--- config.mk ---
export PLATFORM = sky130hd
export DESIGN_NAME = aes_uart_cmd_sequencer
export DESIGN_NICKNAME = d
export VERILOG_FILES = /design/src/rtl/aes_uart_pkg.sv /design/src/rtl/aes_uart_frame_fmt.sv /design/src/rtl/aes_uart_cmd_sequencer.sv
export SDC_FILE = /design/constraint.sdc
export NUM_CORES = 2
export LEC_CHECK = 0
export BUFFER_PORTS_ARGS = -buffer_cell sky130_fd_sc_hd__buf_2
export CAP_MARGIN = 20
export CORE_AREA = 4 4 267 269
export DETAILED_ROUTE_END_ITERATION = 8
export DIE_AREA = 0 0 271 273
export GPL_TIMING_DRIVEN = 1
export PLACE_DENSITY_LB_ADDON = 0.08
export SLEW_MARGIN = 0
export SYNTH_ARGS = -nofsm -noshare
export SYNTH_HDL_FRONTEND = slang
export SYNTH_HIERARCHICAL = 1
export SYNTH_SLANG_ARGS = --single-unit
--- constraint.sdc ---
create_clock -name clk -period 4.29 [get_ports clk]
set_input_delay 0.858 -clock clk [delete_from_list [all_inputs] [get_ports clk]]
set_output_delay 0.858 -clock clk [all_outputs]
set_load 0.01 [all_outputs]
--- src/rtl/aes_uart_pkg.sv ---
`default_nettype none
// ============================================================================
// Module      : aes_uart_pkg
// Description : Shared state encoding, command bytes and frame constants for
//               the AES/UART command sequencer.
// Revision    : 1.0 - initial release
// ============================================================================
package aes_uart_pkg;

    localparam int FRAME_W = 144;

    typedef enum logic [2:0] {
        ST_IDLE     = 3'd0,
        ST_DECODE   = 3'd1,
        ST_AES_LD   = 3'd2,
        ST_AES_WAIT = 3'd3,
        ST_TX_REQ   = 3'd4
    } state_t;

    localparam logic [1:0] FMT_DATA = 2'd0;
    localparam logic [1:0] FMT_ERR  = 2'd1;
    localparam logic [1:0] FMT_TEST = 2'd2;

    localparam logic [7:0] CMD_KEY   = 8'h43;  // 'C'
    localparam logic [7:0] CMD_TEXT  = 8'h44;  // 'D'
    localparam logic [7:0] CMD_ENC   = 8'h45;  // 'E'
    localparam logic [7:0] CMD_RES   = 8'h40;  // '@'
    localparam logic [7:0] CMD_RDKEY = 8'h61;  // 'a'
    localparam logic [7:0] CMD_RDTXT = 8'h62;  // 'b'
    localparam logic [7:0] CMD_TEST  = 8'h41;  // 'A'
    localparam logic [7:0] CMD_ERR   = 8'h21;  // '!'

    localparam logic [7:0] ERR_UNKNOWN = 8'h01;
    localparam logic [7:0] ERR_TIMEOUT = 8'h02;

    // Byte 0 sits in the LSBs, so the string is stored reversed to read
    // "123456789012345678" on the wire.
    localparam logic [FRAME_W-1:0] TEST_FRAME = "876543210987654321";

endpackage
`default_nettype wire

--- src/rtl/aes_uart_frame_fmt.sv ---
`default_nettype none
// ============================================================================
// Module      : aes_uart_frame_fmt
// Description : Combinational builder for data, error and test response frames.
// Revision    : 1.0 - initial release
// ============================================================================
module aes_uart_frame_fmt
    import aes_uart_pkg::*;
(
    input  logic [1:0]         kind,
    input  logic [7:0]         cmd,
    input  logic [127:0]       payload,
    input  logic [7:0]         err_code,
    output logic [FRAME_W-1:0] frame
);

    always_comb begin
        frame = '0;
        case (kind)
            FMT_DATA: frame = {cmd, payload, cmd};
            FMT_ERR:  frame = {CMD_ERR, 112'h0, err_code, cmd, CMD_ERR};
            FMT_TEST: frame = TEST_FRAME;
            default:  frame = '0;
        endcase
    end

endmodule
`default_nettype wire

--- src/rtl/aes_uart_cmd_sequencer.sv ---
`default_nettype none
// ============================================================================
// Module      : aes_uart_cmd_sequencer
// Description : Validates UART command frames, sequences the AES core and
//               issues single-transaction response frames.
// Revision    : 1.0 - initial release
// ============================================================================
module aes_uart_cmd_sequencer
    import aes_uart_pkg::*;
#(
    parameter int           FRAME_BYTES = 18,
    parameter logic [127:0] KEY_INIT    = 128'h0,
    parameter logic [127:0] TEXT_INIT   = 128'h0,
    parameter int           AES_TIMEOUT = 64
) (
    input  logic                     clk,
    input  logic                     reset,
    input  logic                     rx_valid,
    input  logic [FRAME_BYTES*8-1:0] rx_frame,
    output logic                     rx_ready,
    output logic [127:0]             aes_key,
    output logic [127:0]             aes_text,
    output logic                     aes_ld,
    input  logic                     aes_done,
    input  logic [127:0]             aes_result,
    output logic [FRAME_BYTES*8-1:0] tx_frame,
    output logic                     tx_send,
    input  logic                     tx_ready,
    output logic                     busy,
    output logic [7:0]               err_count
);

    localparam int                 c_CNT_W   = $clog2(AES_TIMEOUT + 1);
    localparam logic [c_CNT_W-1:0] c_CNT_MAX = c_CNT_W'(AES_TIMEOUT);

    state_t                   r_state;
    state_t                   w_state_next;
    logic [FRAME_W-1:0]       r_rx;
    logic [FRAME_W-1:0]       r_tx_frame;
    logic [127:0]             r_key;
    logic [127:0]             r_text;
    logic [127:0]             r_result;
    logic [7:0]               r_err;
    logic [c_CNT_W-1:0]       r_cnt;
    logic [1:0]               w_fmt_kind;
    logic [7:0]               w_fmt_cmd;
    logic [127:0]             w_fmt_payload;
    logic [7:0]               w_fmt_code;
    logic [FRAME_W-1:0]       w_fmt_frame;
    logic                     w_tx_load;
    logic                     w_err_inc;
    logic                     w_key_load;
    logic                     w_text_load;
    logic                     w_result_load;
    logic                     w_timeout;
    logic [7:0]               w_cmd;

    assign w_cmd     = r_rx[7:0];
    assign w_timeout = (r_cnt + c_CNT_W'(1)) == c_CNT_MAX;

    always_comb begin
        w_state_next  = r_state;
        aes_ld        = 1'b0;
        w_fmt_kind    = FMT_DATA;
        w_fmt_cmd     = w_cmd;
        w_fmt_payload = r_rx[135:8];
        w_fmt_code    = ERR_UNKNOWN;
        w_tx_load     = 1'b0;
        w_err_inc     = 1'b0;
        w_key_load    = 1'b0;
        w_text_load   = 1'b0;
        w_result_load = 1'b0;
        case (r_state)
            ST_IDLE: begin
                if (rx_valid) w_state_next = ST_DECODE;
            end
            ST_DECODE: begin
                if (w_cmd != r_rx[143:136]) begin
                    w_err_inc    = 1'b1;
                    w_state_next = ST_IDLE;
                end else begin
                    w_state_next = ST_TX_REQ;
                    w_tx_load    = 1'b1;
                    case (w_cmd)
                        CMD_KEY: begin
                            w_key_load   = 1'b1;
                            w_tx_load    = 1'b0;
                            w_state_next = ST_IDLE;
                        end
                        CMD_TEXT: begin
                            w_text_load  = 1'b1;
                            w_tx_load    = 1'b0;
                            w_state_next = ST_IDLE;
                        end
                        CMD_ENC: begin
                            w_tx_load    = 1'b0;
                            w_state_next = ST_AES_LD;
                        end
                        CMD_RES:   w_fmt_payload = r_result;
                        CMD_RDKEY: w_fmt_payload = r_key;
                        CMD_RDTXT: w_fmt_payload = r_text;
                        CMD_TEST:  w_fmt_kind    = FMT_TEST;
                        default: begin
                            w_fmt_kind = FMT_ERR;
                            w_err_inc  = 1'b1;
                        end
                    endcase
                end
            end
            ST_AES_LD: begin
                aes_ld       = 1'b1;
                w_state_next = ST_AES_WAIT;
            end
            ST_AES_WAIT: begin
                // Completion takes priority over a coincident timeout.
                if (aes_done) begin
                    w_result_load = 1'b1;
                    w_fmt_cmd     = CMD_ENC;
                    w_fmt_payload = aes_result;
                    w_tx_load     = 1'b1;
                    w_state_next  = ST_TX_REQ;
                end else if (w_timeout) begin
                    w_fmt_kind   = FMT_ERR;
                    w_fmt_code   = ERR_TIMEOUT;
                    w_err_inc    = 1'b1;
                    w_tx_load    = 1'b1;
                    w_state_next = ST_TX_REQ;
                end
            end
            ST_TX_REQ: begin
                if (tx_ready) w_state_next = ST_IDLE;
            end
            default: w_state_next = ST_IDLE;
        endcase
    end

    aes_uart_frame_fmt u_frame_fmt (
        .kind     (w_fmt_kind),
        .cmd      (w_fmt_cmd),
        .payload  (w_fmt_payload),
        .err_code (w_fmt_code),
        .frame    (w_fmt_frame)
    );

    always_ff @(posedge clk) begin
        if (reset) begin
            r_state    <= ST_IDLE;
            r_rx       <= '0;
            r_tx_frame <= '0;
            r_key      <= KEY_INIT;
            r_text     <= TEXT_INIT;
            r_result   <= '0;
            r_err      <= 8'd0;
            r_cnt      <= '0;
        end else begin
            r_state <= w_state_next;
            if (r_state == ST_IDLE && rx_valid) r_rx <= rx_frame;
            if (w_tx_load)     r_tx_frame <= w_fmt_frame;
            if (w_key_load)    r_key      <= r_rx[135:8];
            if (w_text_load)   r_text     <= r_rx[135:8];
            if (w_result_load) r_result   <= aes_result;
            if (w_err_inc && r_err != 8'hFF) r_err <= r_err + 8'd1;
            if (r_state == ST_AES_LD)        r_cnt <= '0;
            else if (r_state == ST_AES_WAIT) r_cnt <= r_cnt + c_CNT_W'(1);
        end
    end

    // Gated by reset so the block reports not-ready while held in reset.
    assign rx_ready  = (r_state == ST_IDLE) && !reset;
    assign tx_send   = (r_state == ST_TX_REQ) && tx_ready;
    assign busy      = (r_state != ST_IDLE);
    assign tx_frame  = r_tx_frame;
    assign aes_key   = r_key;
    assign aes_text  = r_text;
    assign err_count = r_err;

endmodule
`default_nettype wire

==> impl_metrics.toml <==
[outcome]
status = "finished, final reports clean"

[cells_and_area]
area_growth_pct = 21.0
drive_gt1_frac = 0.225
fin_nets = 4647
ff_latch_area_um2 = 13800
multi_input_area_um2 = 15800
n_fill_cell = 6453

[pwr]
power-per-cell-area_nw_per_um2 = 381
power_leakage_uw = 0.0149
irDropWorstVdd_uv = 294

[sta]
skew_ns = 0.0329
worst-slew-pin-transition_ns = 1.13
fin_tns_setup_ns = 0
rsz0062_at_grt = "no"
whs_ns = 0.455
hold_viol_final = 0
finalCritPeriodShare = 0.819
period_minus_slack_ns = 3.52
fmax_mhz = 284
drv_slew = 0
max_slew_margin = 0.249
finalSetupViolCount = 0

[detailed_routing]
routed_wirelength_mm = 127
post_drt_wl_per_cell_um = 23.6
viasPerCell = 5.68
drt_first_pass_iters = 8
dr.first_iter.drc_count = 3159
drc = 0
ant_nets = 0
num_vias = 30500

[placement]
place_congestion = 0.848
portBuffers = 688
dp_hpwl_mm = 80.8

[worst_setup_path]
r2r_end = "tx_frame[49]"
path_cells = "or4b_1 -> nor2_1 -> o21ai_0 -> inv_1 -> ha_4 -> nor2b_4 -> buf_4 -> a21o_1 -> nand2b_1 -> mux2i_1"
arrival_ns = 4.05
cp_slowest_stage_delay_ns = 0.74
crit_type = "flip-flop to flip-flop"
critPathMaxFanout = 30
startpoint = "r_rx[3]"
reg2reg_depth = 10
crit_path_start_kind = "flip-flop"
crit_path_end_kind = "flip-flop"
rrSetupSlack_ns = 0.77
required_ns = 4.82
slowest_stage = "nor2b_4"
r2r_start = "r_rx[3]"

[hold_path]
hold_end = "r_result[12]"
hold_start = "r_result[12]"
hold_path_class = "flip-flop to flip-flop"
min_path_cells = 2

[clock_tree]
htree_num_levels = 3
cts_tree = "done"
cts_resized = 0
path_clk_slew_ns = 0.06
max-clock-path-buffers = 3
cts_root_buf = "clkbuf_16"
clock-sinks = 690
post-cts-setup-buffers = 0
holdBufCountCts = 0
cts_made_buffers = 77
worstSkewPairLatency_ns = 0.63

[floorplanning]
initial_core_util = 0.460
die_area_um2 = 74000
die_w_um = 271
die_h_um = 273
fp.coreArea_um2 = 68600
ios = 689
fp-row-count = 96

[global_route]
grt_max_degree = 149
gr-total-overflow = 0
grt_antenna_before_repair = 12
grt_pass1_wl_mm = 186
grtUsageTotal = 0.324
grt_pass1_vias = 28400

[synthesis]
synth_area_um2 = 31500
seq_area_frac_synth = 0.438
synthArstFlopShare = 0
synth_flop_cell = "dfxtp_1"
syn_area_per_cell_um2 = 8.15
ys_seq_elements = 690
ys_types = 62
syn-instance-count = 3867
ys_warn_count = 6
synth_edf_count = 0

[job]
cap_violations = 0
area by class of cell:
| class | instances | area share |
|---|---|---|
| clock inverters | 16 | 0.00548 |
| inverters | 117 | 0.0115 |
| flip-flops and latches | 690 | 0.362 |
| multi-input cells | 2722 | 0.415 |
| well taps | 931 | 0.0305 |
| diodes | 9 | 0.000590 |
| clock buffers | 121 | 0.0621 |
| repair buffers | 756 | 0.112 |
cell usage in the layout, fill, tap and decap left out, types with 6 or more instances in the layout:
| cell type | count |
|---|---|
| nor2b_1 | 10 |
| clkbuf_1 | 21 |
| buf_2 | 687 |
| a211oi_1 | 17 |
| a21oi_1 | 531 |
| a22oi_1 | 107 |
| inv_1 | 117 |
| mux2i_1 | 145 |
| a221oi_1 | 7 |
| a222oi_1 | 31 |
| o211ai_1 | 6 |
| a21o_1 | 53 |
| nand2b_1 | 297 |
| xnor2_1 | 10 |
| clkbuf_16 | 81 |
| clkinv_2 | 7 |
| o221ai_1 | 24 |
| nand2_1 | 1081 |
| and2_1 | 72 |
| o221ai_2 | 86 |
| a2bb2oi_1 | 82 |
| buf_12 | 26 |
| a221o_1 | 15 |
| dfxtp_1 | 689 |
| diode_2 | 9 |
| nor3_1 | 6 |
| conb_1 | 6 |
| clkbuf_8 | 19 |
| mux2_2 | 8 |
| nor2_1 | 43 |
| nand4_1 | 7 |
| buf_4 | 42 |
cells by family (layout without fill, tap and decap cells):
group           after synthesis  count (layout)  share of synthesized area
simple gates               1565            1565                      0.224
compound gates              979             979                      0.219
flops                       690             690                      0.438
buf+inv                     460            1010                     0.0638
mux                         153             153                     0.0489
xor+xnor                     13              13                    0.00361
fa+ha+maj                     6               6                    0.00238
other cells                   1              15                   0.000119
state kept, by name, summed over array words and instances, names as in the netlist:
name       flops
tx_frame     144
aes_key      128
r_cnt          7
r_state        3
aes_text     128
r_rx         144
r_result     128
err_count      8
worst max-delay path, delay by kind of cell (launching register included):
kind / cells / cell delay, ns
AO/OA/AOI/OAI: 2 / 0.33
adder cells (fa/ha/maj): 1 / 0.16
buffers and inverters: 2 / 0.76
flip-flops: 1 / 0.35
multiplexers: 1 / 0.14
AND/OR/NAND/NOR: 4 / 1.65
report_power, final:
part	total, uW	internal [uW]	switching [uW]
clock	6800	4030	2770
sequential	6630	6510	118
combinational	1120	464	659
Yosys cell counts, types with 24 or more instances:
master / instances / share of area
nand2_1: 1083 / 0.13
dfxtp_1: 690 / 0.44
a21oi_1: 531 / 0.084
nand2b_1: 297 / 0.059
clkbuf_1: 210 / 0.025
mux2i_1: 145 / 0.046
inv_1: 117 / 0.014
a22oi_1: 107 / 0.025
o221ai_2: 86 / 0.041
buf_2: 83 / 0.013
a2bb2oi_1: 82 / 0.023
and2_1: 75 / 0.015
a21o_1: 53 / 0.013
nor2_1: 43 / 0.0051
a222oi_1: 31 / 0.0098
o221ai_1: 24 / 0.0067
per-layer routing:
layer  vias up  GRT usage  wire length (um)
met5         -          0                23
met4         4      0.137              5400
met3       275     0.0684             11100
met2      1445      0.527             59000
met1     14600      0.418             51100
li1      14100          -                 -
worst max-delay path by stage:
stage	endpoint	slack, ns	depth (start not counted)
2_1_floorplan	tx_frame[140]	1.15	16
3_3_place_gp	tx_frame[59]	0.82	12
3_5_place_dp	tx_frame[50]	0.73	12
4_1_cts	tx_frame[50]	0.83	13
5_1_grt	tx_frame[50]	0.61	13
6_report	tx_frame[49]	0.77	10
metrics by stage:
| stage | area (um2) | setup WS, ns | util | std cells | total power (uW) |
|---|---|---|---|---|---|
| 6_report | 38100 | 0.775 | 0.556 | 5362 | 14600 |
| 5_1_grt | 38100 | 0.607 | 0.556 | 5360 | 15000 |
| 4_1_cts | 38100 | 0.827 | 0.556 | 5353 | 14700 |
| 3_5_place_dp | 35500 | 0.727 | 0.518 | 5216 | 7880 |
| 3_3_place_gp | 35500 | 0.824 | 0.518 | 5216 | 7870 |
| 2_1_floorplan | 31500 | 1.15 | - | 3872 | 7430 |
No activity file was read; power rests on OpenSTA's default activity.
